<file path="config.mk">
export PLATFORM = sky130hd
export DESIGN_NAME = frame_tick_gen
export DESIGN_NICKNAME = d
export VERILOG_FILES = /design/src/rtl/frame_tick_gen.sv
export SDC_FILE = /design/constraint.sdc
export NUM_CORES = 1
export LEC_CHECK = 0
export CAP_MARGIN = 20
export CORE_ASPECT_RATIO = 0.75
export CORE_MARGIN = 8
export CORE_UTILIZATION = 59
export DETAILED_ROUTE_END_ITERATION = 8
export GPL_TIMING_DRIVEN = 0
export HOLD_SLACK_MARGIN = 0.08
export PLACE_DENSITY = 0.92
export SYNTH_ARGS = -nofsm -noshare
export SYNTH_HDL_FRONTEND = slang
export SYNTH_SLANG_ARGS = --single-unit
</file>
<file path="constraint.sdc">
create_clock -name clock -period 2.65 [get_ports clock]
set_input_delay 0.6625 -clock clock [delete_from_list [all_inputs] [get_ports clock]]
set_output_delay 0.6625 -clock clock [all_outputs]
set_load 0.02 [all_outputs]
</file>
<file path="src/rtl/frame_tick_gen.sv">
// Multi-channel frame-rate pulse generator: a shared prescaler produces one
// frame_tick per frame, and per-channel dividers pulse ch_enable every div frames.
module frame_tick_gen #(
  parameter int unsigned CYCLES_PER_FRAME = 833333,
  parameter int unsigned CYCLE_W          = 20,
  parameter int unsigned NUM_CH           = 4,
  parameter int unsigned DIV_W            = 5,
  parameter int unsigned DEFAULT_DIV      = 15,
  parameter int unsigned FRAME_W          = 16
) (
  input  logic               clock,
  input  logic               reset,
  input  logic               run,
  input  logic               clear,
  input  logic               cfg_we,
  input  logic [3:0]         cfg_ch,
  input  logic [DIV_W-1:0]   cfg_div,
  output logic               frame_tick,
  output logic [NUM_CH-1:0]  ch_enable,
  output logic [FRAME_W-1:0] frame_count
);

  localparam logic [CYCLE_W-1:0] LAST_CYCLE = CYCLE_W'(CYCLES_PER_FRAME - 1);
  localparam logic [DIV_W-1:0]   RESET_DIV  = DIV_W'(DEFAULT_DIV);

  logic [CYCLE_W-1:0] cycle_cnt;
  logic [CYCLE_W-1:0] cycle_cnt_nxt;
  logic               fe_c;
  logic [FRAME_W-1:0] frame_count_nxt;

  logic [DIV_W-1:0]   div_q    [NUM_CH];
  logic [DIV_W-1:0]   div_nxt  [NUM_CH];
  logic [DIV_W-1:0]   fcnt_q   [NUM_CH];
  logic [DIV_W-1:0]   fcnt_nxt [NUM_CH];
  logic [NUM_CH-1:0]  wr_hit;
  logic [NUM_CH-1:0]  ch_term;
  logic [NUM_CH-1:0]  ch_enable_nxt;

  // Frame event: terminal prescaler count while running and not restarting.
  assign fe_c = run && !clear && (cycle_cnt == LAST_CYCLE);

  // Prescaler and frame index next state; clear outranks run.
  always_comb begin
    cycle_cnt_nxt   = cycle_cnt;
    frame_count_nxt = frame_count;
    if (clear) begin
      cycle_cnt_nxt   = '0;
      frame_count_nxt = '0;
    end else if (fe_c) begin
      cycle_cnt_nxt   = '0;
      frame_count_nxt = frame_count + FRAME_W'(1);
    end else if (run) begin
      cycle_cnt_nxt   = cycle_cnt + CYCLE_W'(1);
    end
  end

  // Out-of-range channel indices never match, so such writes are dropped.
  always_comb begin
    wr_hit  = '0;
    ch_term = '0;
    for (int unsigned i = 0; i < NUM_CH; i++) begin
      wr_hit[i]  = cfg_we && (cfg_ch == 4'(i));
      ch_term[i] = (div_q[i] != '0) && (fcnt_q[i] == (div_q[i] - DIV_W'(1)));
    end
  end

  // Channel dividers: a config write wins over clear and over a same-cycle frame.
  always_comb begin
    ch_enable_nxt = '0;
    for (int unsigned i = 0; i < NUM_CH; i++) begin
      div_nxt[i]  = div_q[i];
      fcnt_nxt[i] = fcnt_q[i];
      if (wr_hit[i]) begin
        div_nxt[i]  = cfg_div;
        fcnt_nxt[i] = '0;
      end else if (clear) begin
        fcnt_nxt[i] = '0;
      end else if (fe_c) begin
        if (div_q[i] == '0) begin
          fcnt_nxt[i] = '0;
        end else if (ch_term[i]) begin
          fcnt_nxt[i]      = '0;
          ch_enable_nxt[i] = 1'b1;
        end else begin
          fcnt_nxt[i] = fcnt_q[i] + DIV_W'(1);
        end
      end
    end
  end

  always_ff @(posedge clock or negedge reset) begin
    if (!reset) begin
      cycle_cnt   <= '0;
      frame_count <= '0;
      frame_tick  <= 1'b0;
      ch_enable   <= '0;
    end else begin
      cycle_cnt   <= cycle_cnt_nxt;
      frame_count <= frame_count_nxt;
      frame_tick  <= fe_c;
      ch_enable   <= ch_enable_nxt;
    end
  end

  always_ff @(posedge clock or negedge reset) begin
    if (!reset) begin
      for (int unsigned i = 0; i < NUM_CH; i++) begin
        div_q[i]  <= RESET_DIV;
        fcnt_q[i] <= '0;
      end
    end else begin
      for (int unsigned i = 0; i < NUM_CH; i++) begin
        div_q[i]  <= div_nxt[i];
        fcnt_q[i] <= fcnt_nxt[i];
      end
    end
  end

endmodule

</file>
==> out/metrics.cfg <==
[placement]
numPortBuffers = 33
gp_congestion = 0.882
dp_hpwl_um = 7640

[sta]
relSlewSlack = 0.482
hold_viol_final = 0
setup_tns_ns = -0.0386
final-setup-viol-count = 2
drv_slew = 0
min_period_ns = 2.69
setup_slack_ns = -0.0368
hold_slack_ns = 0.193
finalCritPeriodShare = 1.01
tightestPinTransition_ns = 0.770
skew_ns = 0.0130
fmax_mhz = 372
rsz0062_at_grt = true

[layout]
multi_input_area_um2 = 2400
final_common_cell = dfrtp_1
layout-drive-gt1-share = 0.124
diodes = 0
final-seq-area_um2 = 2050
final_cell_mix = 65 x dfrtp_1, 51 x nand2_1, 36 x nor2_1, 32 x clkdlybuf4s50_1, 30 x a21oi_1
utilization = 0.682
syn_to_final_growth_pct = 14.8
fin_nets = 551
num-fill-cells = 579

[detailed_routing]
dr.pass1.iters = 5
wl_um = 10400
num_vias = 3908
vias_per_cell = 6.14
route.detailed.drc = 0
route.antenna.remaining_nets = 0
wl_per_cell_um = 16.4
first_iter_violations = 411

[clocking]
cts_tree = done
clkSinkCount = 81
cts_buffer_depth = 2
clk_pin_slew_ns = 0.09
cts_buffers = 9
cts-root-buf = clkbuf_8
ctsHoldBuffers = 0
h-tree-depth = 3
worstSkewPairLatency_ns = 0.35

[global_route]
grt_max_degree = 62
first_global_vias = 3779
grt_pass1_wl_um = 17800
track_usage = 0.195
globalRouteOverflowTotal = 0
antenna_found_initial = 0

[critical_path]
cp-end-kind = flip-flop
arrival_ns = 2.91
required_ns = 2.88
critical_path_class = input pin to flip-flop
startpoint_type = input pin
cp_max_fo = 10

[floorplanning]
dieHeight_um = 92.3
die_w_um = 118
die_area_um2 = 10900
io_pins = 35
placementRows = 28
core_um2 = 7710
initial_core_util = 0.594

[logic_synthesis]
yosys.area.top_type = dfrtp_1
ys_ff_latch = 81
synth.avg_cell_area_um2 = 9.53
yosysWarnings = 0
synth_enable_flop_cells = 0
synth-main-ff-cell = dfrtp_1
synthArstFlopShare = 1.00
synth_cells = 481
ys_top_cells_by_area = dfrtp_1 35%, dfstp_2 9.2%, nand2_1 4.2%
yosysSeqAreaShare = 0.447
synthDistinctLibCells = 58
synth.top_cell.area_share = 0.355
synth_area_um2 = 4580
synth_nets = 506

[run_status]
violations = setup timing
outcome = finished with violations

[power]
p_leak_nw = 2.16
power.density_nw_per_um2 = 522
ir_worst_vdd_mv = 0.389

[flow_run]
max-cap-violations = 0

[min_path]
hold_class = input pin to asynchronous set/reset pin

state kept, by name, indices dropped and copies added, names as in the netlist:
register	count
frame_count	16
frame_tick	1
cycle_cnt	20
fcnt_q	20
ch_enable	4
div_q	20
synthesized netlist by cell type, types with 3 or more instances:
cell type  count
a21o_1         3
a21oi_1       30
a22oi_1        3
a31o_2         3
a31oi_1        4
and2_1         4
and3_1        12
and4_1         4
clkbuf_1      12
dfrtp_1       65
dfstp_2       16
ha_1          11
inv_1         19
mux2_2        15
nand2_1       51
nand2b_1       7
nand3_1       27
nand3b_1       4
nand4_1        5
nand4b_1       4
nor2_1        36
nor2b_1        4
nor3_1        14
nor3b_1        7
nor4_1         7
nor4bb_1       4
o21ai_0       23
o31ai_1        6
or4_1          6
xnor2_1       20
xor2_1        18
layout make-up:
| class | count | share of cell area |
|---|---|---|
| Buffer | 16 | 0.0150 |
| Clock buffer | 11 | 0.0250 |
| Clock inverter | 5 | 0.00618 |
| Inverter | 20 | 0.0152 |
| Multi-Input combinational cell | 364 | 0.457 |
| Sequential cell | 81 | 0.389 |
| Tap cell | 105 | 0.0250 |
| Timing Repair Buffer | 34 | 0.0676 |
stage by stage:
stage	instances	instance area, µm²	setup slack [ns]	power, W
4_1_cts	636	5240	0.0000187	0.00276
3_3_place_gp	619	5040	-1.79	0.00194
5_1_grt	636	5260	-0.180	0.00287
6_report	636	5260	-0.0368	0.00275
2_1_floorplan	481	4580	0.280	0.00184
3_5_place_dp	620	5070	-0.442	0.00199
worst paths after layout:
path                              startpoint             to  slack [ns]  cells after the start
worst max-delay path                   clear  cycle_cnt[12]       -0.04                      8
worst min register to register     div_q[11]      div_q[11]        0.53                      2
worst max register to register  cycle_cnt[0]     fcnt_q[19]        0.10                      9
worst min-delay path                   reset  cycle_cnt[19]        0.19                      1
max in group asynchronous              reset       div_q[0]        1.80                      2
min in group clock                 div_q[11]      div_q[11]        0.53                      2
critical path: stages:
cell and delay (ns):
clkdlybuf4s50_1 0.51, clkbuf_1 0.49, o2111ai_1 0.31, nor3_1 0.35
and3_1 0.25, and3_1 0.18, xnor2_1 0.11, nor2_1 0.05
what timing repair did:
action                     in CTS  in global routing
gates resized for setup         2                  4
setup endpoints to repair      15                 16
pin swaps                       0                  2
buffers inserted                0                  0
metal layers:
layer	track usage	vias to the layer above	share of wire
li1	-	1819	-
met1	0.251	1936	0.45
met2	0.318	135	0.47
met3	0.0553	18	0.066
met4	0.0574	0	0.015
met5	0	-	0
logic make-up (layout without fill, tap and decap cells):
kind of cell	Yosys count	count (layout)	share of synthesized area
AOI/OAI and AO/OA	92	92	0.130
xor gates and xnor gates	39	39	0.0778
adders and majority gates	11	11	0.0300
buffers and inverters	36	86	0.0344
DFF	81	81	0.447
muxes	17	17	0.0412
and+or+nand+nor	205	205	0.240
where the power goes:
| part | switching [W] | internal (W) |
|---|---|---|
| sequential | 0.0000779 | 0.00135 |
| combinational | 0.000286 | 0.000254 |
| clock | 0.000439 | 0.000337 |
(Power assumes the default switching activity.)
